File: src/rtl/appx_div16_8_pkg.sv
// Shared types and constants for the approximate-arithmetic divider slice.
// Holds the divider FSM encoding and the midpoint-compensation helper.
package appx_arith_pkg;
  localparam int QW = 8;
  localparam int MW = $clog2(QW);
  localparam int CW = $clog2(QW + 1);

  typedef enum logic [1:0] {IDLE, RUN, DONE} div_state_t;

  localparam logic [QW-1:0] Q_SAT = '1;
  localparam logic [QW-1:0] R_DZ  = '1;

  // Restore the skipped low quotient bits as their midpoint (0b100..0).
  function automatic logic [QW-1:0] midpoint_fix(input logic [QW-1:0] q,
                                                 input logic [MW-1:0] k);
    logic [QW-1:0] c;
    c = '0;
    if (k != '0) c[k - MW'(1)] = 1'b1;
    return (q << k) | c;
  endfunction
endpackage

File: src/rtl/appx_div16_8_if.sv
// Operand/result bundle for the divider.
// Both sides follow valid/ready: a transfer happens on a rising edge where valid and ready are both high.
interface appx_div16_8_if;
  import appx_arith_pkg::*;
  logic              in_valid;
  logic              in_ready;
  logic [2*QW-1:0]   dat_in_a;
  logic [QW-1:0]     dat_in_b;
  logic [MW-1:0]     mask;
  logic              out_valid;
  logic              out_ready;
  logic [QW-1:0]     dat_o_q;
  logic [QW-1:0]     dat_o_r;
  logic              div_zero;
  logic              ovf;

  modport master (
    output in_valid, dat_in_a, dat_in_b, mask, out_ready,
    input  in_ready, out_valid, dat_o_q, dat_o_r, div_zero, ovf
  );

  modport slave (
    input  in_valid, dat_in_a, dat_in_b, mask, out_ready,
    output in_ready, out_valid, dat_o_q, dat_o_r, div_zero, ovf
  );
endinterface

File: src/rtl/appx_div16_8_step.sv
// One combinational restoring-division iteration.
// The 8-bit subtract is enough because a successful step always leaves a result below b.
module appx_div_step
  import appx_arith_pkg::*;
(
  input  logic [QW-1:0] prem,
  input  logic          bit_in,
  input  logic [QW-1:0] b,
  output logic [QW-1:0] prem_nxt,
  output logic          qbit
);
  logic [QW:0] t;

  assign t        = {prem, bit_in};
  assign qbit     = (t >= {1'b0, b});
  assign prem_nxt = qbit ? (t[QW-1:0] - b) : t[QW-1:0];
endmodule

File: src/rtl/appx_div16_8.sv
// Sequential 16/8 restoring divider with optional low-bit skipping (mask)
// and midpoint compensation of the skipped quotient bits.
module appx_div16_8
  import appx_arith_pkg::*;
(
  input  logic                 clk,
  input  logic                 rst,
  appx_div16_8_if.slave        bus,
  output div_state_t           state_dbg
);
  div_state_t      state, state_nxt;
  logic [QW-1:0]   b_r, prem, sh, q_run;
  logic [MW-1:0]   k_r;
  logic [CW-1:0]   cnt;
  logic [QW-1:0]   q_o, r_o;
  logic            dz_o, ovf_o;
  logic [QW-1:0]   step_prem;
  logic            step_qbit;
  logic            accept;
  logic [QW-1:0]   hi, lo;

  assign hi     = bus.dat_in_a[2*QW-1:QW];
  assign lo     = bus.dat_in_a[QW-1:0];
  assign accept = bus.in_valid && bus.in_ready;

  assign bus.in_ready  = (state == IDLE) && !rst;
  assign bus.out_valid = (state == DONE);
  assign bus.dat_o_q   = q_o;
  assign bus.dat_o_r   = r_o;
  assign bus.div_zero  = dz_o;
  assign bus.ovf       = ovf_o;
  assign state_dbg     = state;

  appx_div_step u_step (
    .prem     (prem),
    .bit_in   (sh[QW-1]),
    .b        (b_r),
    .prem_nxt (step_prem),
    .qbit     (step_qbit)
  );

  always_ff @(posedge clk) begin
    if (rst) state <= IDLE;
    else     state <= state_nxt;
  end

  always_comb begin
    state_nxt = state;
    case (state)
      IDLE: if (accept) begin
        if (bus.dat_in_b == '0 || hi >= bus.dat_in_b) state_nxt = DONE;
        else                                          state_nxt = RUN;
      end
      RUN:  if (cnt == CW'(1)) state_nxt = DONE;
      DONE: if (bus.out_ready) state_nxt = IDLE;
      default: state_nxt = IDLE;
    endcase
  end

  // Operands, iteration state and result registers; k is captured at accept.
  always_ff @(posedge clk) begin
    if (rst) begin
      b_r   <= '0;
      prem  <= '0;
      sh    <= '0;
      q_run <= '0;
      k_r   <= '0;
      cnt   <= '0;
      q_o   <= '0;
      r_o   <= '0;
      dz_o  <= 1'b0;
      ovf_o <= 1'b0;
    end else begin
      case (state)
        IDLE: if (accept) begin
          k_r   <= bus.mask;
          cnt   <= CW'(QW) - CW'(bus.mask);
          b_r   <= bus.dat_in_b;
          prem  <= hi;
          sh    <= lo;
          q_run <= '0;
          if (bus.dat_in_b == '0) begin
            q_o   <= Q_SAT;
            r_o   <= R_DZ;
            dz_o  <= 1'b1;
            ovf_o <= 1'b0;
          end else if (hi >= bus.dat_in_b) begin
            q_o   <= Q_SAT;
            r_o   <= '0;
            dz_o  <= 1'b0;
            ovf_o <= 1'b1;
          end else begin
            dz_o  <= 1'b0;
            ovf_o <= 1'b0;
          end
        end
        RUN: begin
          prem  <= step_prem;
          sh    <= sh << 1;
          q_run <= {q_run[QW-2:0], step_qbit};
          cnt   <= cnt - CW'(1);
          if (cnt == CW'(1)) begin
            q_o <= midpoint_fix({q_run[QW-2:0], step_qbit}, k_r);
            r_o <= step_prem;
          end
        end
        default: ;
      endcase
    end
  end
endmodule

File: src/flat_wrapper.sv
// flat-port wrapper written by rule: the top's interface ports become plain ports
module appx_div16_8_flat import appx_arith_pkg::*;
  (clk, rst, state_dbg, bus_in_valid, bus_dat_in_a, bus_dat_in_b, bus_mask, bus_out_ready, bus_in_ready, bus_out_valid, bus_dat_o_q, bus_dat_o_r, bus_div_zero, bus_ovf);
  appx_div16_8_if bus_i ();
  input  logic clk;
  input  logic rst;
  output div_state_t state_dbg;
  input wire logic [$bits(bus_i.in_valid)-1:0] bus_in_valid;
  input wire logic [$bits(bus_i.dat_in_a)-1:0] bus_dat_in_a;
  input wire logic [$bits(bus_i.dat_in_b)-1:0] bus_dat_in_b;
  input wire logic [$bits(bus_i.mask)-1:0] bus_mask;
  input wire logic [$bits(bus_i.out_ready)-1:0] bus_out_ready;
  output wire logic [$bits(bus_i.in_ready)-1:0] bus_in_ready;
  output wire logic [$bits(bus_i.out_valid)-1:0] bus_out_valid;
  output wire logic [$bits(bus_i.dat_o_q)-1:0] bus_dat_o_q;
  output wire logic [$bits(bus_i.dat_o_r)-1:0] bus_dat_o_r;
  output wire logic [$bits(bus_i.div_zero)-1:0] bus_div_zero;
  output wire logic [$bits(bus_i.ovf)-1:0] bus_ovf;
  assign bus_i.in_valid = bus_in_valid;
  assign bus_i.dat_in_a = bus_dat_in_a;
  assign bus_i.dat_in_b = bus_dat_in_b;
  assign bus_i.mask = bus_mask;
  assign bus_i.out_ready = bus_out_ready;
  assign bus_in_ready = bus_i.in_ready;
  assign bus_out_valid = bus_i.out_valid;
  assign bus_dat_o_q = bus_i.dat_o_q;
  assign bus_dat_o_r = bus_i.dat_o_r;
  assign bus_div_zero = bus_i.div_zero;
  assign bus_ovf = bus_i.ovf;
  appx_div16_8 u_core (.clk(clk), .rst(rst), .bus(bus_i), .state_dbg(state_dbg));
endmodule
File: config.mk
export PLATFORM = sky130hd
export DESIGN_NAME = appx_div16_8_flat
export DESIGN_NICKNAME = d
export VERILOG_FILES = /design/src/rtl/appx_div16_8_pkg.sv /design/src/rtl/appx_div16_8_if.sv /design/src/rtl/appx_div16_8_step.sv /design/src/rtl/appx_div16_8.sv /design/src/flat_wrapper.sv
export SDC_FILE = /design/constraint.sdc
export NUM_CORES = 1
export LEC_CHECK = 0
export CAP_MARGIN = 20
export CORE_ASPECT_RATIO = 0.75
export CORE_MARGIN = 3
export CORE_UTILIZATION = 55
export DETAILED_ROUTE_END_ITERATION = 8
export HOLD_SLACK_MARGIN = 0.06
export PLACE_DENSITY_LB_ADDON = 0.15
export SYNTH_ARGS = -nofsm -noshare
export SYNTH_HDL_FRONTEND = slang
export SYNTH_HIERARCHICAL = 1
export SYNTH_SLANG_ARGS = --single-unit
File: constraint.sdc
create_clock -name clk -period 3.17 [get_ports clk]
set_input_delay 0.634 -clock clk [delete_from_list [all_inputs] [get_ports clk]]
set_output_delay 0.634 -clock clk [all_outputs]
set_load 0.02 [all_outputs]
==> reports/qor.csv <==
stage,metric,value,unit
placement,port_buffers,52,
global_routing,antenna_found_initial,0,
run_status,status,completed,
worst_hold_path,min_path_type,reg2reg,
pwr,switchingPower,0.000779,W
yosys,syn_inst,458,
cts,clk_latency,0.34,ns
setup_path,path_common_cell,clkdlybuf4s50_1,
pwr,clkPwrFrac,29.8,%
cts,clockRootBuffer,clkbuf_8,
cts,post_cts_buffers,0,
yosys,synth_edf_count,0,
global_routing,grt_pass1_wl,16100,um
placement,place_ws,0.354,ns
timing,setup_ws,0.442,ns
yosys,netlist.area_leader.share,32.1,%
setup_path,worst_setup_path_end_kind,primary output,
routing,wl_met2,4100,um
cts,cts.sinks,58,
placement,routabilityCongestion,0.928,
yosys,synth_area_leaders,"dfxtp_1 32%, ha_1 7.3%, nand2_1 6.9%, a311oi_1 4.1%, inv_1 3.7%",
timing,slew_viol_final,0,
floorplanning,row_count,24,
routing,drt_iter0_drc,336,
finish,fin_nets,557,
floorplanning,die-width,99.7,um
timing,period_share,86.1,%
placement,hpwl,7440,um
timing,layout_min_cycle_time,2.73,ns
cts,ctsHoldBuffers,0,
finish,seq_area,0.00116,mm2
routing,drc_errors,0,
pwr,comb_power_share,33.9,%
routing,via_count,3621,
timing,fmax,0.367,GHz
yosys,synth-seq-cells,58,
timing,fin_tns_setup,0,ns
yosys,ys_async_sr_fraction,0,%
routing,vias_per_cell,6.18,
routing,dr.pass1.iters,5,
timing,max-slew-margin-rel,57.8,%
routing,wl_met3,857,um
floorplanning,io_pins,53,
cts,cts_tree,built,
setup_path,setup.worst_path.class,in2out,
cts,numCtsBuffers,9,
routing,wl_met1,4670,um
pwr,intPower,0.00157,W
timing,rsz0062_at_grt,no,
timing,hold_viol_final,0,
pwr,pwr_density_cell,532,mW/mm2
timing,max_slew.worst_pin.slew,0.634,ns
yosys,yosysMostFrequentCell,nand2_1,
setup_path,cp_slowest_cell,clkdlybuf4s50_1,
floorplanning,die_height,76.3,um
yosys,synth_ff_type,dfxtp_1,
pwr,seq_power_share,36.3,%
global_routing,globalRouteOverflowTotal,0,
setup_path,cp.arrival,2.09,ns
setup_path,cp_num_buf_inv,2,
routing,top_layer_used,met4,
yosys,synth_common_cells,"67 x nand2_1, 58 x dfxtp_1, 36 x inv_1",
yosys,ys_warn_count,6,
setup_path,slowest_delay,0.67,ns
yosys,syn-num-nets,511,
finish,post-route-util,72.3,%
cts,clockBufferDepth,2,
finish,multiInputGateArea,0.00219,mm2
finish,synthToLayoutAreaGrowth,21.7,%
timing,setup_violations,0,
finish,fillCellCount,509,
placement,placed_area,0.00420,mm2
job,drv_cap,0,
yosys,synth_area,0.00362,mm2
pwr,switching_share,33.2,%
floorplanning,die-area,0.00760,mm2
setup_path,cp.required,2.54,ns
finish,finalNonFillerCells,586,
setup_path,critPathTopFamily,buffers and inverters,
setup_path,cp_max_fo,4,
setup_path,startpoint_type,input port,
pwr,leakagePower,1.72,nW
placement,dp_cells,571,
finish,n_antenna_cell,0,
pwr,peakVddDrop,0.283,mV
yosys,ys_seq_area_share,32.1,%
floorplanning,core,0.00610,mm2
routing,post_drt_wl_per_cell,16.7,um
global_routing,grt_use_total,26.1,%
yosys,synth.distinct_cells,55,
setup_path,path_cells,"clkdlybuf4s50_1, nor3_1, clkdlybuf4s50_1",
yosys,avgSynthCellArea,7.91,um2
cts,htreeDepth,3,
cts,post_cts_resize_count,0,
global_routing,grt_pass1_vias,3267,
routing,final_antenna_net_count,0,
finish,design_area,0.00441,mm2
finish,drive_above_1_share,9.25,%
global_routing,grt_max_degree,29,
floorplanning,floorplan.initialDensity,59.4,%
routing,routed_wl,9760,um
timing,skew,0.00724,ns
cts,clk_pin_slew,0.06,ns
yosys,synth_top_area_cell,dfxtp_1,
-- per-stage QoR --
stage | hold WS (ns) | total power, W
4_1_cts | 0.463 | 0.00234
3_3_place_gp | 0.446 | 0.00161
3_5_place_dp | 0.452 | 0.00164
6_report | 0.462 | 0.00234
2_1_floorplan | 0.436 | 0.00140
5_1_grt | 0.480 | 0.00246
-- power groups by stage --
stage / sequential (W) / clock, W / combinational [W]
after floorplan: 0.000867 / 0 / 0.000532
after global placement: 0.000862 / 0 / 0.000751
after detailed placement: 0.000865 / 0 / 0.000774
after CTS: 0.000849 / 0.000713 / 0.000778
after global routing: 0.000859 / 0.000744 / 0.000858
final: 0.000850 / 0.000700 / 0.000795
-- tightest hold or removal path, stage by stage (launching register included) --
cell and delay, ns:
dfxtp_1 0.32, inv_1 0.05, a21oi_1 0.05
-- routing by layer --
metal	global-route usage (%)	vias to the layer above
met5	0	-
met4	8.32	0
met3	5.58	16
met2	36.9	163
met1	39.1	1700
li1	-	1742
-- logic make-up after synthesis --
| logic type | share of synthesized area [%] |
|---|---|
| simple gates | 22.1 |
| compound gates | 25.1 |
| buf+inv | 7.43 |
| flops | 32.1 |
| fa+ha+maj | 7.81 |
| mux | 4.35 |
| xor+xnor | 1.21 |
-- registers in the layout (all words and copies together) (netlist names) --
register,count
u_core/bus.dat_o_q,8
u_core/bus.dat_o_r,8
u_core/cnt,4
u_core/state_dbg,2
u_core/bus.div_zero,1
u_core/b_r,8
u_core/sh,8
u_core/bus.ovf,1
u_core/q_run,7
u_core/prem,8
u_core/k_r,3
-- area by class of cell --
| type | count | area share (%) |
|---|---|---|
| sequential | 58 | 26.3 |
| multi-input combinational | 334 | 49.7 |
| tap | 78 | 2.21 |
| inverter | 36 | 3.07 |
| timing repair buffer | 65 | 14.0 |
| clock buffer | 13 | 3.83 |
| clock inverter | 2 | 0.795 |
-- layout by cell type (no fill, tap or decap), types with 9 or more instances in the layout --
master           instances
nor2_1                  30
nor3_1                  18
clkdlybuf4s50_1         52
nand3_1                 10
o21ai_0                 22
dfxtp_1                 58
ha_1                    21
buf_4                   13
a311oi_1                17
nor4_1                  10
clkbuf_8                12
mux2i_1                  9
inv_1                   36
a21oi_1                 23
nand2_1                 67
-- worst paths after layout --
check | cells after the start | slack [ns] | end | start
worst min-delay path | 2 | 0.46 | u_core/bus.dat_o_q[1]$_SDFFE_PP0P_ | u_core/bus.dat_o_q[1]$_SDFFE_PP0P_
worst max-delay path | 3 | 0.44 | bus_in_ready | rst
worst max register to register | 10 | 0.49 | u_core/bus.dat_o_r[7]$_SDFFE_PP0P_ | u_core/b_r[3]$_SDFFE_PP0P_
worst min register to register | 2 | 0.46 | u_core/bus.dat_o_q[1]$_SDFFE_PP0P_ | u_core/bus.dat_o_q[1]$_SDFFE_PP0P_
(Power assumes the default switching activity.)
